[src/rtl/ex_branch_resolve.sv]
// Execute-stage back end: resolves branches/JAL/JALR, registers EX/MEM outputs,
// redirects fetch on mispredict and squashes one wrong-path instruction.
// Optional macro BR_PERF_CNT_EN adds saturating branch/mispredict counters.
module ex_branch_resolve #(
  parameter int unsigned XLEN = 32,
  parameter int unsigned RD_W = 5
) (
  input  logic            clk_i,
  input  logic            rst_ni,
  input  logic            ex_valid_i,
  output logic            ex_ready_o,
  input  logic [XLEN-1:0] ex_pc_i,
  input  logic [XLEN-1:0] ex_imm_i,
  input  logic            ex_is_branch_i,
  input  logic            ex_is_jal_i,
  input  logic            ex_is_jalr_i,
  input  logic [2:0]      ex_funct3_i,
  input  logic            ex_pred_taken_i,
  input  logic [XLEN-1:0] ex_pred_target_i,
  input  logic [RD_W-1:0] ex_rd_i,
  input  logic            ex_wb_en_i,
  input  logic [XLEN-1:0] alu_result_i,
  input  logic            alu_zero_i,
  input  logic            alu_lt_i,
  input  logic            stall_i,
  input  logic            flush_i,
  output logic            mem_valid_o,
  output logic [XLEN-1:0] mem_result_o,
  output logic [RD_W-1:0] mem_rd_o,
  output logic            mem_wb_en_o,
  output logic            redirect_o,
  output logic [XLEN-1:0] redirect_pc_o,
  output logic            bp_upd_valid_o,
  output logic [XLEN-1:0] bp_upd_pc_o,
  output logic            bp_upd_taken_o,
  output logic [XLEN-1:0] bp_upd_target_o
`ifdef BR_PERF_CNT_EN
  ,
  output logic [31:0]     perf_br_cnt_o,
  output logic [31:0]     perf_mispred_cnt_o
`endif
);

  typedef enum logic [0:0] {IDLE, SQUASH} state_t;

  state_t            r_state;
  logic              r_mem_valid;
  logic [XLEN-1:0]   r_mem_result;
  logic [RD_W-1:0]   r_mem_rd;
  logic              r_mem_wb_en;
  logic              r_redirect;
  logic [XLEN-1:0]   r_redirect_pc;
  logic              r_bp_upd_valid;
  logic [XLEN-1:0]   r_bp_upd_pc;
  logic              r_bp_upd_taken;
  logic [XLEN-1:0]   r_bp_upd_target;

  logic              w_accept;
  logic              w_is_cf;
  logic              w_cond_taken;
  logic              w_taken;
  logic              w_is_link;
  logic [XLEN-1:0]   w_pc_plus4;
  logic [XLEN-1:0]   w_br_target;
  logic [XLEN-1:0]   w_jalr_target;
  logic [XLEN-1:0]   w_taken_target;
  logic [XLEN-1:0]   w_next_pc;
  logic              w_mispredict;
  logic              w_resolve;

  assign w_accept   = ex_valid_i & ~stall_i & ~flush_i;
  assign w_is_link  = ex_is_jal_i | ex_is_jalr_i;
  assign w_is_cf    = ex_is_branch_i | w_is_link;
  assign w_resolve  = w_accept & (r_state == IDLE);

  // Condition decode; 010/011 are not valid branch codes and resolve not taken.
  always_comb begin
    w_cond_taken = 1'b0;
    case (ex_funct3_i)
      3'b000:          w_cond_taken = alu_zero_i;
      3'b001:          w_cond_taken = ~alu_zero_i;
      3'b100, 3'b110:  w_cond_taken = alu_lt_i;
      3'b101, 3'b111:  w_cond_taken = ~alu_lt_i;
      default:         w_cond_taken = 1'b0;
    endcase
  end

  assign w_taken        = w_is_link | (ex_is_branch_i & w_cond_taken);
  assign w_pc_plus4     = ex_pc_i + XLEN'(4);
  assign w_br_target    = ex_pc_i + ex_imm_i;
  assign w_jalr_target  = {alu_result_i[XLEN-1:1], 1'b0};
  assign w_taken_target = ex_is_jalr_i ? w_jalr_target : w_br_target;
  assign w_next_pc      = w_taken ? w_taken_target : w_pc_plus4;
  assign w_mispredict   = w_is_cf & ((w_taken != ex_pred_taken_i) |
                                     (w_taken & (w_taken_target != ex_pred_target_i)));

  // EX/MEM boundary and redirect/squash control.
  always_ff @(posedge clk_i or negedge rst_ni) begin
    if (!rst_ni) begin
      r_state         <= IDLE;
      r_mem_valid     <= 1'b0;
      r_mem_result    <= '0;
      r_mem_rd        <= '0;
      r_mem_wb_en     <= 1'b0;
      r_redirect      <= 1'b0;
      r_redirect_pc   <= '0;
      r_bp_upd_valid  <= 1'b0;
      r_bp_upd_pc     <= '0;
      r_bp_upd_taken  <= 1'b0;
      r_bp_upd_target <= '0;
    end else if (flush_i) begin
      r_state        <= IDLE;
      r_mem_valid    <= 1'b0;
      r_mem_wb_en    <= 1'b0;
      r_redirect     <= 1'b0;
      r_bp_upd_valid <= 1'b0;
    end else if (stall_i) begin
      r_redirect     <= 1'b0;
      r_bp_upd_valid <= 1'b0;
    end else if (r_state == SQUASH) begin
      // Wrong-path slot: drop it; stay until an instruction is actually consumed.
      r_mem_valid    <= 1'b0;
      r_mem_wb_en    <= 1'b0;
      r_redirect     <= 1'b0;
      r_bp_upd_valid <= 1'b0;
      if (ex_valid_i) r_state <= IDLE;
    end else begin
      r_mem_valid    <= ex_valid_i;
      r_mem_wb_en    <= ex_valid_i & ex_wb_en_i;
      r_redirect     <= 1'b0;
      r_bp_upd_valid <= 1'b0;
      if (ex_valid_i) begin
        r_mem_result <= w_is_link ? w_pc_plus4 : alu_result_i;
        r_mem_rd     <= ex_rd_i;
        if (w_is_cf) begin
          r_bp_upd_valid  <= 1'b1;
          r_bp_upd_pc     <= ex_pc_i;
          r_bp_upd_taken  <= w_taken;
          r_bp_upd_target <= w_next_pc;
        end
        if (w_mispredict) begin
          r_redirect    <= 1'b1;
          r_redirect_pc <= w_next_pc;
          r_state       <= SQUASH;
        end
      end
    end
  end

`ifdef BR_PERF_CNT_EN
  logic [31:0] r_perf_br_cnt;
  logic [31:0] r_perf_mispred_cnt;

  // Saturating event counters.
  always_ff @(posedge clk_i or negedge rst_ni) begin
    if (!rst_ni) begin
      r_perf_br_cnt      <= '0;
      r_perf_mispred_cnt <= '0;
    end else begin
      if (w_resolve & w_is_cf & (r_perf_br_cnt != 32'hFFFF_FFFF))
        r_perf_br_cnt <= r_perf_br_cnt + 32'd1;
      if (w_resolve & w_mispredict & (r_perf_mispred_cnt != 32'hFFFF_FFFF))
        r_perf_mispred_cnt <= r_perf_mispred_cnt + 32'd1;
    end
  end

  assign perf_br_cnt_o      = r_perf_br_cnt;
  assign perf_mispred_cnt_o = r_perf_mispred_cnt;
`endif

  assign ex_ready_o      = ~stall_i;
  assign mem_valid_o     = r_mem_valid;
  assign mem_result_o    = r_mem_result;
  assign mem_rd_o        = r_mem_rd;
  assign mem_wb_en_o     = r_mem_wb_en;
  assign redirect_o      = r_redirect;
  assign redirect_pc_o   = r_redirect_pc;
  assign bp_upd_valid_o  = r_bp_upd_valid;
  assign bp_upd_pc_o     = r_bp_upd_pc;
  assign bp_upd_taken_o  = r_bp_upd_taken;
  assign bp_upd_target_o = r_bp_upd_target;

endmodule

[config.mk]
export PLATFORM = sky130hd
export DESIGN_NAME = ex_branch_resolve
export DESIGN_NICKNAME = d
export VERILOG_FILES = /design/src/rtl/ex_branch_resolve.sv
export SDC_FILE = /design/constraint.sdc
export NUM_CORES = 1
export LEC_CHECK = 0
export BUFFER_PORTS_ARGS = -buffer_cell sky130_fd_sc_hd__buf_2
export CORE_ASPECT_RATIO = 0.5
export CORE_MARGIN = 2
export CORE_UTILIZATION = 58
export CTS_BUF_LIST = sky130_fd_sc_hd__clkbuf_4 sky130_fd_sc_hd__clkbuf_8
export DETAILED_ROUTE_END_ITERATION = 12
export PLACE_DENSITY = 0.9
export SETUP_SLACK_MARGIN = 0.4
export SLEW_MARGIN = 20
export SYNTH_ARGS = -nofsm -noshare
export SYNTH_HDL_FRONTEND = slang
export SYNTH_SLANG_ARGS = --single-unit
[constraint.sdc]
create_clock -name clk_i -period 7.8 [get_ports clk_i]
set_clock_uncertainty 0.2 [all_clocks]
set_input_delay 0.39 -clock clk_i [delete_from_list [all_inputs] [get_ports clk_i]]
set_output_delay 0.39 -clock clk_i [all_outputs]
set_load 0.02 [all_outputs]
Word-level counts from Yosys, hierarchy flattened

Index checks and enable logic that the tools add are counted.

Memories kept: 0
Bits in read-only memories: 0
Logic and storage cells: 64
Bits in registers: 139
Bits in writable memories: 0
Bits in latches: 0

Equality and inequality tests: 8
$add $sub $neg: 2
Multiplexer cells: 24
Multiply operators: 0
Shift-type cells: 0
Reductions and logical operators: 6
Divide/modulo/power cells: 0
Order comparisons: 0
Bitwise gates (word level): 13

Operator list:

| kind                    | count |
|---|---|
| $mux W32                | 3 |
| $add A32 B3 Y32 const B | 1 |
| $add A32 B32 Y32        | 1 |
| $ne A32 B32 Y1          | 1 |
| $mux W1                 | 20 |
| $eq A3 B3 Y1 const B    | 4 |
| $reduce_and A5 Y1       | 2 |
| $not A1 Y1              | 5 |
| $and A1 B1 Y1           | 4 |
| $or A1 B1 Y1            | 4 |
| $pmux W1 S4             | 1 |
| $reduce_and A4 Y1       | 1 |
| $reduce_or A2 Y1        | 2 |
| $eq A3 B1 Y1 const B    | 1 |
| $logic_not A3 Y1        | 1 |
| $ne A2 B1 Y1 const B    | 1 |
| $ne A1 B1 Y1            | 1 |

Depth between registers and ports, before layout

Gate-level depths: netlist (run 1).

Depth after elaboration: 13
Gate-level depth with buffers: 15

Worst setup path before layout (run 1)

OpenSTA, ideal clock, no wires.

Path kind: in2reg
Start: in ex_pc_i[0]
End: reg r_redirect_pc[10], in the netlist redirect_pc_o[10]
Slack: 3,575 ps
Path buffers: 1
Required time: 7,475 ps
Library setup time: 125 ps
Stages on the path: 14
Data arrival time: 3,900 ps
Path through: ha_1 fa_1 a211oi_1 o21ai_0 a221oi_2 o21a_1 or4_1 o211ai_1 a2111oi_0 o2111ai_1 nor4_4 a41oi_4 buf_6 mux2_4

Longest elaborated chain between the ends: 7
Elaborated cells between the ends (all ways): 9
Classes of those cells: add/sub: 2; eq/ne: 1; mux: 2; bitwise: 3; reduce/logical: 1

Ends and longest elaborated chain:

| what                               | line | RTL |
|---|---|---|
| start, declared                    | 12   | `input logic [XLEN-1:0] ex_pc_i,` |
| $add A32 B32 Y32                   | 90   | `assign w_br_target = ex_pc_i + ex_imm_i;` |
| $mux W32                           | 92   | `assign w_taken_target = ex_is_jalr_i ? w_jalr_target : w_br_target;` |
| $ne A32 B32 Y1                     | 95   | `(w_taken & (w_taken_target != ex_pred_target_i)));` |
| $and A1 B1 Y1                      | 95   |  |
| $or A1 B1 Y1                       | 94   | `assign w_mispredict = w_is_cf & ((w_taken != ex_pred_taken_i) \|` |
| $and A1 B1 Y1                      | 94   |  |
| $reduce_and A5 Y1 (no source line) | n/a  |  |
| end signal, assigned               | 143  | `r_redirect_pc <= w_next_pc;` |
| end, declared                      | 52   | `logic [XLEN-1:0] r_redirect_pc;` |

Several ways; a longest one is shown, not always the timed one.
A chain may end at the register's enable or synchronous reset.

Worst setup path in the final report (run 1)

Start: in ex_pc_i[0]
End: reg r_redirect_pc[9], in the netlist redirect_pc_o[9]

The elaborated chain is that of the path after synthesis.

==> qor.txt, run 1 <==
TritonRoute pass-1 iters = 8
critical path peak fanout = 34
CTS buffer count = 17
Synth Instances = 1,187
Yosys top cell by area = dfrtp_1
CP required = 7960 ps
initial antenna violation count = 0
Final period util = 70.4%
Total GRT Usage = 40.5%
CP Capture Type = flip-flop
final hold violations = 0
status = complete, no violations
Yosys reg bits = 139
Layout Nets = 1,648
CTS root buf = clkbuf_8
ys async rst share = 100%
# diodes = 0
Critical Path Start Type = input pin
# DRC = 0
# placed instances = 1,640
max-slew violations = 0
max cap viols = 0
Synth Flop Type = dfrtp_1
Die Area = 17,800 µm²
worst vdd ir = 180 µV
final wirelength = 36,200 µm
share of cells above drive strength 1 = 25.5%
Worst Tran Pin Value = 1070 ps
Syn Area/Cell = 8.16 µm²
most frequent cells in the layout = nand2_1 (308), buf_2 (285), dfrtp_1 (139)
Synth top area share = 35.9%
post-synthesis instance area = 9690 µm²
setup violators final = 0
htree depth = 4
first-pass GRT wire length = 55,100 µm
Final HPWL DP = 26,800 µm
non-filler instance count after layout = 1,707
die width = 187 µm
Cell variety after synth = 72
clock buffer depth = 2
Via density = 6.10
number of global-route vias before repair = 9,810
CTS tree = done
Leakage = 5.97 nW
maximum operating frequency = 182 MHz
Post-synth EDFFs = 0
Post-Route Setup TNS = 0 ps
1st-iter DRT viols = 1,024
starting density of the core = 59.2%
Final ANT Viol Nets = 0
most common cell after layout, fill and taps aside = nand2_1
DR WL/cell = 21.2 µm
Port-buffer cells = 286
worst rel slew slack = 28.3%
worst endpoint data arrival time = 5650 ps
YS warnings = 0
Seq/Total Area, Yosys = 35.9%
I/O pins = 287
Worst Hold Class = input pin to flip-flop
clock latency on the worst-skew pair = 490 ps
area of the core = 16,400 µm²
critical path class = input pin to flip-flop
Area Overhead vs Synth = 23.8%
Clk pin slew, worst setup/hold paths = 90 ps
RSZ-0062 raised after global routing = no
minimum clock period = 5490 ps
synth top area cells = dfrtp_1 (36%), nand2_1 (12%), xor2_1 (4.3%)
syn_nets = 1,368
placer congestion estimate = 0.962
die height = 95.4 µm
power per cell area = 229 nW/µm²
Setup Fix Bufs, Post-CTS = 0
row cnt = 33
# clock sinks = 139
grt total ovfl = 0
largest net degree at the start of global routing = 83
vias = 10,408
registers in the layout, indices dropped and copies added, names as in the netlist:
name             count
bp_upd_pc_o         32
bp_upd_target_o     32
mem_result_o        32
redirect_pc_o       32
mem_rd_o             5
bp_upd_taken_o       1
bp_upd_valid_o       1
mem_valid_o          1
mem_wb_en_o          1
r_state              1
redirect_o           1
report_power, final:
group | internal [mW] | total, mW | switching [mW]
Combinational | 0.404 | 1.11 | 0.707
Sequential | 0.894 | 0.998 | 0.104
Clock | 0.271 | 0.634 | 0.363
stage by stage:
step | setup slack [ps] | total power [mW] | hold slack [ps] | area, µm² | util, %
global route | 2150 | 2.87 | 7.24 | 12000 | 73.3
finish | 2310 | 2.74 | 0.808 | 12000 | 73.3
CTS | 2480 | 2.72 | 3.38 | 12000 | 73.1
floorplan | 3570 | 1.66 | -106 | 9690 | -
global placement | 2730 | 2.04 | 176 | 11200 | 68.5
detailed placement | 2560 | 2.08 | 183 | 11200 | 68.5
cell type report:
type	instances	area (µm²)
sequential	139	3480
clock inverter	15	171
multi-input combinational	960	5870
timing repair buffer	329	1870
inverter	20	75.1
fill	1246	4360
tap	227	284
clock buffer	17	234
path summary, 6_finish.rpt:
check | from | endpoint | slack, ps | depth (start not counted)
max | ex_pc_i[0] | redirect_pc_o[9] | 2310 | 16
min | ex_pc_i[11] | bp_upd_pc_o[11] | 0.8 | 3
max reg2reg | r_state | redirect_pc_o[5] | 4260 | 8
min reg2reg | bp_upd_pc_o[31] | bp_upd_pc_o[31] | 280 | 2
max in group asynchronous | rst_ni | bp_upd_target_o[22] | 6030 | 3
min in group asynchronous | rst_ni | bp_upd_pc_o[4] | 220 | 2
logic make-up (layout without fill, tap and decap cells):
logic type / count (synthesis) / in the layout / share of synthesized area, %
compound gates: 264 / 264 / 17.4
xor+xnor: 82 / 82 / 7.56
fa+ha+maj: 33 / 33 / 4.34
buf+inv: 88 / 381 / 3.72
flops: 139 / 139 / 35.9
mux: 58 / 58 / 7.23
simple gates: 523 / 523 / 23.8
what timing repair did:
| item | in CTS | in global routing |
|---|---|---|
| hold buffers | 34 | 0 |
| endpoints found under the setup margin | 0 | 0 |
| gates resized for setup | 0 | 0 |
| endpoints found under the hold margin | 90 | 0 |
synthesized netlist by cell type, types with 9 or more instances:
cell        n
a211oi_1   13
a21o_1     10
a21oi_1    76
and3_1     18
clkbuf_1   54
dfrtp_1   139
ha_1       32
inv_1      19
mux2_4     22
mux2i_1    28
nand2_1   308
nand3_1    29
nand4_1    19
nor2_1     80
nor2b_1     9
nor3_1     12
o211ai_1    9
o21a_1     11
o21ai_0    78
xnor2_1    34
xor2_1     47
worst max-delay path, cell delays in order:
cell and delay (ps):
dlygate4sd3_1 530, buf_2 150, ha_1 250, fa_1 460, a211oi_1 370, o21ai_0 290
a221oi_2 660, o21a_1 350, or4_1 150, o211ai_1 100, a2111oi_0 460, o2111ai_1 260
nor4_4 320, a41oi_4 140, buf_4 350, mux2_4 370
per-layer routing:
layer  vias to the layer above  wire length, µm  track usage, %
met4                         0              807            12.4
met1                      5019            15800            57.2
li1                       4713                -               -
met2                       593            16100            63.1
met5                         -                0               0
met3                        83             3530            8.32
(Power assumes the default switching activity.)
==> inputs of run 2 (changes only) <==
--- a/config.mk
+++ b/config.mk
@@ -5,13 +5,14 @@
 export SDC_FILE = /design/constraint.sdc
 export NUM_CORES = 1
 export LEC_CHECK = 0
+export ABC_AREA = 1
 export BUFFER_PORTS_ARGS = -buffer_cell sky130_fd_sc_hd__buf_2
 export CORE_ASPECT_RATIO = 0.5
 export CORE_MARGIN = 2
-export CORE_UTILIZATION = 58
+export CORE_UTILIZATION = 55
 export CTS_BUF_LIST = sky130_fd_sc_hd__clkbuf_4 sky130_fd_sc_hd__clkbuf_8
 export DETAILED_ROUTE_END_ITERATION = 12
-export PLACE_DENSITY = 0.9
+export PLACE_DENSITY = 0.86
 export SETUP_SLACK_MARGIN = 0.4
 export SLEW_MARGIN = 20
 export SYNTH_ARGS = -nofsm -noshare
==> constraint.sdc (replaced) <==
create_clock -name clk_i -period 5.2 [get_ports clk_i]
set_clock_uncertainty 0.2 [all_clocks]
set_input_delay 0.26 -clock clk_i [delete_from_list [all_inputs] [get_ports clk_i]]
set_output_delay 0.26 -clock clk_i [all_outputs]
set_load 0.02 [all_outputs]
==> run 2 against run 1 <==
  * Combinational power up 40%
  * Sequential share of layout area is 1.9 points lower
  * Flip-flop and latch count unchanged
  * Utilization shrank 3.1 points
  * Synthesized cell count up 34%
  * Global-route usage down 2.8 points
  * Area after synthesis is 4.9% higher
  * Clock-buffer cell count is the same
  * Critical path type unchanged
  * Critical endpoint is now redirect_pc_o[15]
==> qor.txt, run 2 <==
largest net degree at the start of global routing = 99 (was 83)
Layout Nets = 2,099 (was 1,648)
area occupied by multi-input gates = 5700 µm² (was 5870 µm²)
Post-synth EDFFs = 0 (unchanged)
critical path class = input pin to flip-flop (unchanged)
starting density of the core = 55.6% (was 59.2%)
post-synthesis instance area = 10,200 µm² (was 9690 µm²)
combinational fraction of design power = 39.2% (was 40.5%)
die height = 100 µm (was 95.4 µm)
main combinational cell family by area after synthesis = simple AND/OR/NAND/NOR gates (unchanged)
DR WL/cell = 17.1 µm (was 21.2 µm)
CP delay by family, top = simple AND/OR/NAND/NOR gates (was compound AO/OA/AOI/OAI gates)
Slowest-stage cell, CP = dlygate4sd3_1 (was a221oi_2)
area fraction in compound gates after synthesis = 8.11% (was 17.4%)
setup violators final = 0 (unchanged)
Seq/Total Area, Yosys = 34.2% (was 35.9%)
Final HPWL DP = 27,800 µm (was 26,800 µm)
most common cell after layout, fill and taps aside = nand2_1 (unchanged)
max-slew violations = 0 (unchanged)
CTS tree = done (unchanged)
Worst Tran Pin Value = 1080 ps (was 1070 ps)
placer congestion estimate = 0.997 (was 0.962)
RSZ-0062 raised after global routing = no (unchanged)
Cell variety after synth = 41 (was 72)
share of cells above drive strength 1 = 19.8% (was 25.5%)
Net Sw Frac = 43.5% (was 42.8%)
flop2flop setup slack = 2540 ps (was 4260 ps)
number of global-route vias before repair = 10,515 (was 9,810)
CP required = 5350 ps (was 7960 ps)
cell breakdown of the critical path = dlygate4sd3_1 -> buf_2 -> ha_1 -> a21oi_2 -> nand2_1 -> nand2_1 -> nand2_1 -> nand2_1 -> nand2_1 -> nand2_1 -> nand2_1 -> nand2_1 -> nand2_1 -> nand2_1 -> nand2_1 -> nor2_1 -> nor2_1 -> nand2_1 -> nor2_1 -> nand3_2 -> buf_4 -> nand3_4 -> nand2_1 -> nand2_1 (was dlygate4sd3_1 -> buf_2 -> ha_1 -> fa_1 -> a211oi_1 -> o21ai_0 -> a221oi_2 -> o21a_1 -> or4_1 -> o211ai_1 -> a2111oi_0 -> o2111ai_1 -> nor4_4 -> a41oi_4 -> buf_4 -> mux2_4)
Critical Path Start Type = input pin (unchanged)
min-delay src = alu_result_i[25] (was ex_pc_i[11])
Worst Hold Class = input pin to flip-flop (unchanged)
Int Power = 2.24 mW (was 1.57 mW)
worst vdd ir = 171 µV (was 180 µV)
multiplexer share of the synthesized area = 0% (was 7.23%)
CP peak stage delay = 530 ps (was 660 ps)
sw power = 1.72 mW (was 1.17 mW)
synth top area cells = dfrtp_1 (34%), nand2_1 (24%), inv_1 (7.2%) (was dfrtp_1 (36%), nand2_1 (12%), xor2_1 (4.3%))
initial antenna violation count = 4 (was 0)
max cap viols = 0 (unchanged)
power per cell area = 309 nW/µm² (was 229 nW/µm²)
syn_nets = 1,772 (was 1,368)
vias = 11,944 (was 10,408)
Reg power frac = 37.3% (was 36.4%)
# clock sinks = 139 (unchanged)
CP Capture Type = flip-flop (unchanged)
most frequent cells in the layout = nand2_1 (657), buf_2 (285), inv_1 (192) (was nand2_1 (308), buf_2 (285), dfrtp_1 (139))
CTS buffer count = 17 (unchanged)
worst reg2reg path startpoint = r_state (unchanged)
Area Overhead vs Synth = 26.2% (was 23.8%)
clock network fraction of design power = 23.6% (was 23.1%)
clock latency on the worst-skew pair = 450 ps (was 490 ps)
Synth Area in Adders = 4.14% (was 4.34%)
worst hold stages = 5 (was 3)
worst path buffer plus inverter count = 3 (unchanged)
1st-iter DRT viols = 1,424 (was 1,024)
TritonRoute pass-1 iters = 6 (was 8)
most used cell, CP = nand2_1
R2R Path End = bp_upd_pc_o[29] (was redirect_pc_o[5])
critical path peak fanout = 34 (unchanged)
grt total ovfl = 0 (unchanged)
Setup Fix Bufs, Post-CTS = 0 (unchanged)
worst rel slew slack = 27.8% (was 28.3%)
Synth Instances = 1,591 (was 1,187)
Yosys top cell by area = dfrtp_1 (unchanged)
status = complete, no violations (unchanged)
final hold violations = 0 (unchanged)
worst endpoint data arrival time = 4180 ps (was 5650 ps)
Die Area = 19,600 µm² (was 17,800 µm²)
area of the core = 18,300 µm² (was 16,400 µm²)
ys async rst share = 100% (unchanged)
Syn Area/Cell = 6.38 µm² (was 8.16 µm²)
worst slack, placed = 1040 ps (was 2560 ps)
Synth Area in Simple Gates = 41.2% (was 23.8%)
Worst Reg-to-Reg Cells = 10 (was 8)
I/O pins = 287 (unchanged)
maximum operating frequency = 248 MHz
Yosys reg bits = 139 (unchanged)
Synth Flop Type = dfrtp_1 (unchanged)
register area = 3480 µm² (unchanged)
row cnt = 35 (was 33)
clock buffer depth = 2 (unchanged)
Clk pin slew, worst setup/hold paths = 90 ps (about the same)
Final ANT Viol Nets = 0 (unchanged)
Total GRT Usage = 37.7% (was 40.5%)
first-pass GRT wire length = 56,400 µm (was 55,100 µm)
htree depth = 4 (unchanged)
# DRC = 0 (unchanged)
Via density = 5.49 (was 6.10)
Post-Synth XOR/XNOR Area = 2.50% (was 7.56%)
Leakage = 7.43 nW (was 5.97 nW)
post-route setup slack = 1160 ps (was 2310 ps)
YS warnings = 0 (unchanged)
minimum clock period = 4040 ps
Final Util = 70.2% (was 73.3%)
final wirelength = 37,200 µm (was 36,200 µm)
Port-buffer cells = 286 (unchanged)
Synth top area share = 34.2% (was 35.9%)
Fillers = 1,651 (was 1,246)
die width = 196 µm (was 187 µm)
Final period util = 77.7%
Post-Route Setup TNS = 0 ps (unchanged)
Post-synth top cells = nand2_1 (657), inv_1 (194), dfrtp_1 (139), nand3_1 (120), nor2_1 (82) (was nand2_1 (308), dfrtp_1 (139), nor2_1 (80), o21ai_0 (78), a21oi_1 (76))
Worst Hold Path EP = mem_result_o[25] (was bp_upd_pc_o[11])
CTS root buf = clkbuf_8 (unchanged)
most frequent cell after synthesis = nand2_1 (unchanged)
run 2: cell types whose count changed after synthesis, sizes merged, moves of 17 or more:
cell,change
nand2,+351
inv,+181
nand3,+95
xnor2,-31
mux2,-30
mux2i,-28
nand4,+28
a21oi,-22
xor2,-21
and3,-18
nor2,+17
run 2: through the flow:
| stage | hold slack, ps | cells | total power, mW | area (µm²) |
|---|---|---|---|---|
| CTS | 11.1 | 2171 | 3.91 | 12800 |
| global placement | 220 | 2073 | 2.94 | 11700 |
| global route | 17.1 | 2175 | 4.16 | 12800 |
| floorplan | -236 | 1591 | 2.38 | 10200 |
| detailed placement | 225 | 2073 | 2.96 | 11700 |
| finish | 27.4 | 2176 | 3.96 | 12800 |
run 2: timing repair:
action	4_1_cts	5_1_grt
endpoints found under the setup margin	0	0
hold buffers	66	0
hold endpoints to repair	158	0
gates resized for setup	0	0
run 2: area by class of cell:
type | count | share of cell area, %
diodes | 5 | 0.0976
clock buffers | 17 | 1.83
clock inverters | 15 | 1.32
inverters | 201 | 5.89
multi-input cells | 1197 | 44.4
flip-flops and latches | 139 | 27.1
well taps | 240 | 2.34
repair buffers | 362 | 17.0
run 2: logic make-up (layout without fill, tap and decap cells):
logic type,count (synthesis),after routing
and+or+nand+nor,981,981
adders and majority gates,33,33
buffers and inverters,255,595
DFF,139,139
other,0,5
AOI/OAI and AO/OA,154,154
xor gates and xnor gates,29,29
run 2: worst max path at each step:
stage	startpoint	to	slack, ps	depth (start not counted)
3_5_place_dp	ex_is_jalr_i	redirect_pc_o[15]	1040	19
4_1_cts	ex_pc_i[0]	redirect_pc_o[15]	1320	25
6_report	ex_pc_i[2]	redirect_pc_o[15]	1160	24
3_3_place_gp	ex_is_jalr_i	redirect_pc_o[2]	1220	19
5_1_grt	ex_pc_i[0]	redirect_pc_o[15]	960	25
2_1_floorplan	ex_pc_i[0]	redirect_pc_o[10]	2450	21
run 2: worst reg2reg max path, stage by stage (launching register included):
cell     delay (ps)
dfrtp_1         370
nor2_2           50
buf_4           240
inv_1           130
nor2_2           40
inv_1           110
nor2_4           40
inv_2           720
buf_4           440
nand2_1          90
o21ai_0         130
run 2: per-layer routing:
metal  track usage (%)  vias to the layer above  part of all wire (%)
li1                  -                     5705                     -
met5                 0                        -                     0
met4              13.1                        0                   3.6
met1              54.6                     5414                    43
met3              8.80                      110                    12
met2              55.4                      715                    42
run 2: power groups by stage:
stage                     logic (mW)  registers [mW]  clock network, mW
after floorplan                0.610            1.77                  0
after global placement          1.45            1.48                  0
after detailed placement        1.48            1.49                  0
after CTS                       1.52            1.47              0.929
after global routing            1.69            1.50              0.979
final                           1.55            1.47              0.932
